`config.mk`:
```
export PLATFORM = sky130hd
export DESIGN_NAME = branch_resolution_unit
export DESIGN_NICKNAME = d
export VERILOG_FILES = /design/src/rtl/bru_pkg.sv /design/src/rtl/bru_queue.sv /design/src/rtl/branch_resolution_unit.sv
export SDC_FILE = /design/constraint.sdc
export NUM_CORES = 1
export LEC_CHECK = 0
export CORE_ASPECT_RATIO = 2
export CORE_MARGIN = 2
export CORE_UTILIZATION = 40
export CTS_BUF_LIST = sky130_fd_sc_hd__clkbuf_8
export DETAILED_ROUTE_END_ITERATION = 7
export GPL_ROUTABILITY_DRIVEN = 0
export PLACE_DENSITY = 0.63
export SLEW_MARGIN = 20
export SYNTH_ARGS = -nofsm -noshare
export SYNTH_HDL_FRONTEND = slang
export SYNTH_SLANG_ARGS = --single-unit
```
`constraint.sdc`:
```
create_clock -name clk -period 6.1 [get_ports clk]
set_input_delay 1.22 -clock clk [delete_from_list [all_inputs] [get_ports clk]]
set_output_delay 1.22 -clock clk [all_outputs]
set_load 0.005 [all_outputs]
```
`src/rtl/bru_pkg.sv`:
```
// Shared types and constants for the branch resolution unit.
package bru_pkg;

  typedef enum logic {
    RUN      = 1'b0,
    REDIRECT = 1'b1
  } bru_state_t;

  localparam logic [31:0] STAT_MAX = 32'hFFFF_FFFF;

  // Saturating increment for the statistics counters.
  function automatic logic [31:0] sat_inc(input logic [31:0] v);
    return (v == STAT_MAX) ? v : v + 32'd1;
  endfunction

endpackage

```
`src/rtl/bru_queue.sv`:
```
// Circular in-flight branch queue; pointers carry one extra wrap bit so
// full and empty are distinguishable. Head entry is readable combinationally.
module bru_queue
  import bru_pkg::*;
#(
  parameter int W     = 33,
  parameter int DEPTH = 4
) (
  input  logic         clk,
  input  logic         rst,
  input  logic         push,
  input  logic         pop,
  input  logic         clear,
  input  logic [W-1:0] din,
  output logic [W-1:0] dout,
  output logic         full,
  output logic         empty
);

  localparam int AW = $clog2(DEPTH);
  localparam logic [AW:0] PTR_ONE = {{AW{1'b0}}, 1'b1};

  logic [AW:0]  wr_ptr_q, wr_ptr_d;
  logic [AW:0]  rd_ptr_q, rd_ptr_d;
  logic [W-1:0] mem_q [DEPTH];
  logic         do_push, do_pop;

  assign empty = (wr_ptr_q == rd_ptr_q);
  assign full  = (wr_ptr_q[AW] != rd_ptr_q[AW]) &&
                 (wr_ptr_q[AW-1:0] == rd_ptr_q[AW-1:0]);

  // A push into a full queue is legal when the head leaves on the same edge.
  assign do_pop  = pop && !empty;
  assign do_push = push && (!full || do_pop);

  assign dout = mem_q[rd_ptr_q[AW-1:0]];

  always_comb begin
    wr_ptr_d = wr_ptr_q;
    rd_ptr_d = rd_ptr_q;
    if (clear) begin
      wr_ptr_d = '0;
      rd_ptr_d = '0;
    end else begin
      if (do_push) wr_ptr_d = wr_ptr_q + PTR_ONE;
      if (do_pop)  rd_ptr_d = rd_ptr_q + PTR_ONE;
    end
  end

  always_ff @(posedge clk or posedge rst) begin
    if (rst) begin
      wr_ptr_q <= '0;
      rd_ptr_q <= '0;
    end else begin
      wr_ptr_q <= wr_ptr_d;
      rd_ptr_q <= rd_ptr_d;
    end
  end

  always_ff @(posedge clk) begin
    if (do_push && !clear) mem_q[wr_ptr_q[AW-1:0]] <= din;
  end

endmodule

```
`src/rtl/branch_resolution_unit.sv`:
```
// Resolves queued fetch predictions against execute outcomes and redirects fetch.
// Optional statistics counters are built when BRU_STATS_EN is defined.
module branch_resolution_unit
  import bru_pkg::*;
#(
  parameter int size  = 32,
  parameter int depth = 4
) (
  input  logic            clk,
  input  logic            reset,
  input  logic            buble,
  input  logic            br_push,
  input  logic            br_pred_taken,
  input  logic [size-1:0] br_alt_pc,
  input  logic            ex_resolve,
  input  logic            ex_taken,
  input  logic            ex_is_jalr,
  input  logic [size-1:0] ex_jalr_target,
  output logic [size-1:0] Correct_PC,
  output logic            isValid,
  output logic            flush,
  output logic            q_full,
  output logic            err_ovf,
  output logic            err_unf,
  output logic [31:0]     stat_branches,
  output logic [31:0]     stat_mispred
);

  localparam int ENTRY_W = size + 1;

  bru_state_t        state_q, state_d;
  logic [size-1:0]   cpc_q, cpc_d;
  logic              err_ovf_q, err_ovf_d;
  logic              err_unf_q, err_unf_d;

  logic              q_push, q_pop, q_clear, q_empty;
  logic [ENTRY_W-1:0] q_dout;
  logic              head_pred;
  logic [size-1:0]   head_alt;
  logic              in_run, accept, redirect;
  logic [size-1:0]   target;

  bru_queue #(.W(ENTRY_W), .DEPTH(depth)) u_queue (
    .clk   (clk),
    .rst   (reset),
    .push  (q_push),
    .pop   (q_pop),
    .clear (q_clear),
    .din   ({br_pred_taken, br_alt_pc}),
    .dout  (q_dout),
    .full  (q_full),
    .empty (q_empty)
  );

  assign head_pred = q_dout[size];
  assign head_alt  = q_dout[size-1:0];

  assign in_run   = (state_q == RUN);
  assign accept   = in_run && ex_resolve && !q_empty;
  assign redirect = accept && (ex_is_jalr || (ex_taken != head_pred));
  assign target   = ex_is_jalr ? ex_jalr_target : head_alt;

  always_comb begin
    state_d   = state_q;
    cpc_d     = cpc_q;
    err_ovf_d = err_ovf_q;
    err_unf_d = err_unf_q;
    q_push    = 1'b0;
    q_pop     = 1'b0;
    q_clear   = 1'b0;
    case (state_q)
      RUN: begin
        q_pop = accept;
        if (redirect) begin
          // Everything younger than the mispredicted branch is wrong-path.
          q_clear = 1'b1;
          cpc_d   = target;
          state_d = REDIRECT;
        end else begin
          q_push = br_push;
          if (br_push && q_full && !accept) err_ovf_d = 1'b1;
        end
        if (ex_resolve && q_empty) err_unf_d = 1'b1;
      end
      REDIRECT: begin
        if (!buble) state_d = RUN;
      end
      default: state_d = RUN;
    endcase
  end

  always_ff @(posedge clk or posedge reset) begin
    if (reset) begin
      state_q   <= RUN;
      cpc_q     <= '0;
      err_ovf_q <= 1'b0;
      err_unf_q <= 1'b0;
    end else begin
      state_q   <= state_d;
      cpc_q     <= cpc_d;
      err_ovf_q <= err_ovf_d;
      err_unf_q <= err_unf_d;
    end
  end

  assign Correct_PC = cpc_q;
  assign isValid    = (state_q == RUN);
  assign flush      = (state_q == REDIRECT);
  assign err_ovf    = err_ovf_q;
  assign err_unf    = err_unf_q;

`ifdef BRU_STATS_EN
  logic [31:0] stat_br_q, stat_mp_q;

  always_ff @(posedge clk or posedge reset) begin
    if (reset) begin
      stat_br_q <= '0;
      stat_mp_q <= '0;
    end else begin
      if (accept)   stat_br_q <= sat_inc(stat_br_q);
      if (redirect) stat_mp_q <= sat_inc(stat_mp_q);
    end
  end

  assign stat_branches = stat_br_q;
  assign stat_mispred  = stat_mp_q;
`else
  assign stat_branches = 32'd0;
  assign stat_mispred  = 32'd0;
`endif

endmodule

```
==> out/summary.md <==
The tools report the hold buffer count at cts as 0. The synthesized area per cell is 15.9 um2, and the via count of the routed design is 3964. For the finished layout, the period the worst path requires is 3.60 ns. Sequential elements use 66.9% of the synthesized area.

After filler insertion, the fill cell instance count of the layout stands at 1597. For the global-route wire length before repair, the log shows 22.6 mm. Synthesis-to-finish area growth: 19.9%. In the routed layout, each cell is associated on average with a via count of 4.86. Global routing finished with a remaining overflow of 0. Once the floorplan was initialized, standard cells occupied 40.7% of the core. The run gives 18300 um2 as the area of the core. The later pin in the worst-skew pair is clocked with a latency of 0.45 ns.

The tools report the required arrival time at the worst endpoint as 4.88 ns. TritonCTS built the clock tree. The layout cell share with drive strength beyond 1 is 18.1%. The number of enable-type register cells in the synthesized netlist was 132; the final-layout setup total negative slack was 0 ns. Ranked by total cell area, the synthesized netlist is headed by sky130_fd_sc_hd__edfxtp_1 (53%), sky130_fd_sc_hd__dfrtp_1 (14%), sky130_fd_sc_hd__mux4_2 (9.7%), sky130_fd_sc_hd__buf_4 (6.5%), sky130_fd_sc_hd__nand2_1 (4.9%). The type of origin of the critical path is a register.

The share of synthesized area in the top cell type comes to 53.2%. Clock-pin slew on the worst setup and hold paths: 0.09 ns. For the netlist area before placement, the log shows 7450 um2. The total number of H-tree levels was 4. The tools report the capturing element type of the critical path as an output port. In the finished design, the share of the clock period the worst path needs comes to 59.0%. Yosys instantiated no cell more often than sky130_fd_sc_hd__edfxtp_1. For the worst setup path, the data arrival time is 2.38 ns. Dividing the detail-routed wire length by the instance count gives 18.0 um. The run gives 1 as the number of antenna violations at the first check in global routing. In the synthesized netlist the dominant register cell turns out to be sky130_fd_sc_hd__edfxtp_1.

Once placement finished, the instance area stood at 8520 um2. The HPWL after detailed placement is 9.74 mm. Counting distinct cell types in the post-synthesis netlist gives 33. The longest clock path from root to sink contains 2 buffers. Post-CTS repair changed the size of 0 cells.

Headroom to the max-slew limit came out at 30.9%. Summed over all cells, the static leakage comes to 3.35 nW. In the final design database the tool counted 662 nets.

The top cell family by delay on the critical path was flip-flops. Critical-path cell with the highest stage delay: sky130_fd_sc_hd__dfrtp_2. The root cell of the clock tree is sky130_fd_sc_hd__clkbuf_8. Static timing analysis puts the maximum clock frequency at 0.278 GHz.

The proportion of synthesized flip-flops having asynchronous set or reset is 23.7%. The tools report the die footprint as 19800 um2. Dividing total power by cell area gives a power density of 415 nW/um2.

Synthesis warning total: 0. The run finished with clean final reports. The finished cells cover 8940 um2.

For the final database, setup skew stands at 0.0166 ns. The final layout contains routed wiring with a total length of 14.7 mm. The maximum fanout count along the critical path came out at 38. Setup repair after global routing left no endpoint under its margin.

The via count of the first global-routing pass was 4277. 173 I/O pins were placed. Cell row count: 70. The final hold violation count was 0.

Ranked by instance count, the synthesized netlist is headed by sky130_fd_sc_hd__edfxtp_1 (132), sky130_fd_sc_hd__nand2_1 (98), sky130_fd_sc_hd__buf_4 (65). In this run the tool buffered the top-level ports with 108 buffer cells. The largest single stage delay on the critical path is 1.01 ns. The count of nets left with antenna violations once routing finished came out at 0. The worst setup path is of the reg -> out kind.

The first detailed-routing pass took 4 iterations. The die height works out to 197 um. Walking the worst path, the cells encountered are xnor2_1 > nand2_1 > nor2_1 > clkdlybuf4s50_1.

For this run, design rule violations remaining after detail routing come to 0. The run gives 42 as the pin count of the biggest net entering global routing. Summed over all instances, the cell type with the most area after synthesis is sky130_fd_sc_hd__edfxtp_1. The transition time at the pin with the least slew margin was 1.03 ns. IR analysis of the VDD net gives a maximum drop of 0.000166 V. The final setup violation count is 0, and the number of setup buffers added after CTS is 0. The die width is 101 um, and the number of clock sinks is 173. Final hold analysis gives a worst-case slack of 0.479 ns. The number of DRC violations after detailed-routing iteration 0 came out at 137.

The total routing usage reported by global routing is 15.5%. The synthesized design contains 173 register bits. The max-cap check violation count was 0. TritonCTS created 17 clock buffers.

The total count of max-transition violations in the final report was 0. After technology mapping, the gate count stands at 470. The min-delay analysis places its worst path in the category reg -> reg. Buffering stage count on the worst path with inverters included: 1.
stage by stage:
stage	setup slack (ns)	std cells	total power [W]	util (%)
finish	2.50	815	0.00371	48.8
global route	2.32	815	0.00392	48.8
CTS	2.42	814	0.00378	48.8
detailed placement	2.42	782	0.00294	46.6
global placement	2.50	782	0.00289	46.6
floorplan	1.19	533	0.00248	-
power breakdown:
| part | switching, W | internal, W |
|---|---|---|
| logic | 0.000464 | 0.000662 |
| clock network | 0.000392 | 0.000438 |
| registers | 0.000191 | 0.00156 |
| total | 0.00105 | 0.00266 |
final timing paths:
check	startpoint	to	slack, ns	cells after the start
setup / recovery	u_queue.rd_ptr_q[1]	q_full	2.50	4
hold / removal	err_ovf	err_ovf	0.48	1
setup reg to reg	u_queue.rd_ptr_q[1]	u_queue.mem_q[0][27]	2.92	6
hold reg to reg	err_ovf	err_ovf	0.48	1
max in group asynchronous	reset	u_queue.rd_ptr_q[1]	4.16	2
min in group asynchronous	reset	Correct_PC[22]	1.30	2
registers in the layout, summed over array words and instances (netlist names):
register	count
u_queue.rd_ptr_q	3
u_queue.mem_q	132
u_queue.wr_ptr_q	3
Correct_PC	32
flush	1
err_unf	1
err_ovf	1
area by class of cell:
type	count	area (um2)	area share (%)
tap	216	270	3.02
clock buffer	17	234	2.62
antenna	1	2.50	0.0280
timing repair buffer	116	1140	12.7
multi-input combinational	270	2100	23.5
sequential	173	4990	55.8
clock inverter	15	181	2.03
inverter	7	26.3	0.294
cell families after synthesis:
logic type / share of synthesized area (%)
flops: 66.9
simple gates: 5.99
buf+inv: 8.36
mux: 15.3
compound gates: 1.51
xor+xnor: 1.06
fa+ha+maj: 0.839
other cells: 0.0503
layout by cell type, fill, tap and decap left out, drive strengths merged, types with 2 or more instances in the layout:
cell and n:
edfxtp 132, clkdlybuf4s50 107, nand2 98, conb 64, dfrtp 41, mux2 34, mux4 32, clkbuf 17
inv 9, buf 9, clkinv 6, xor2 5, ha 5, xnor2 4, nor2 4, bufinv 4
nor3b 4, mux2i 3, clkinvlp 3, nor3 3, nor2b 2, a21o 2, o31ai 2
per-layer routing:
layer  share of wire (%)  wire length [um]  up-vias  GRT usage (%)
li1                    -                 -     1808              -
met1                  36              5270     2030           15.9
met2                  59              8680      113           29.6
met3                 3.0               439       13           3.54
met4                 1.9               279        0           5.73
met5                   0                 0        -              0
No activity file was read; power rests on OpenSTA's default activity.
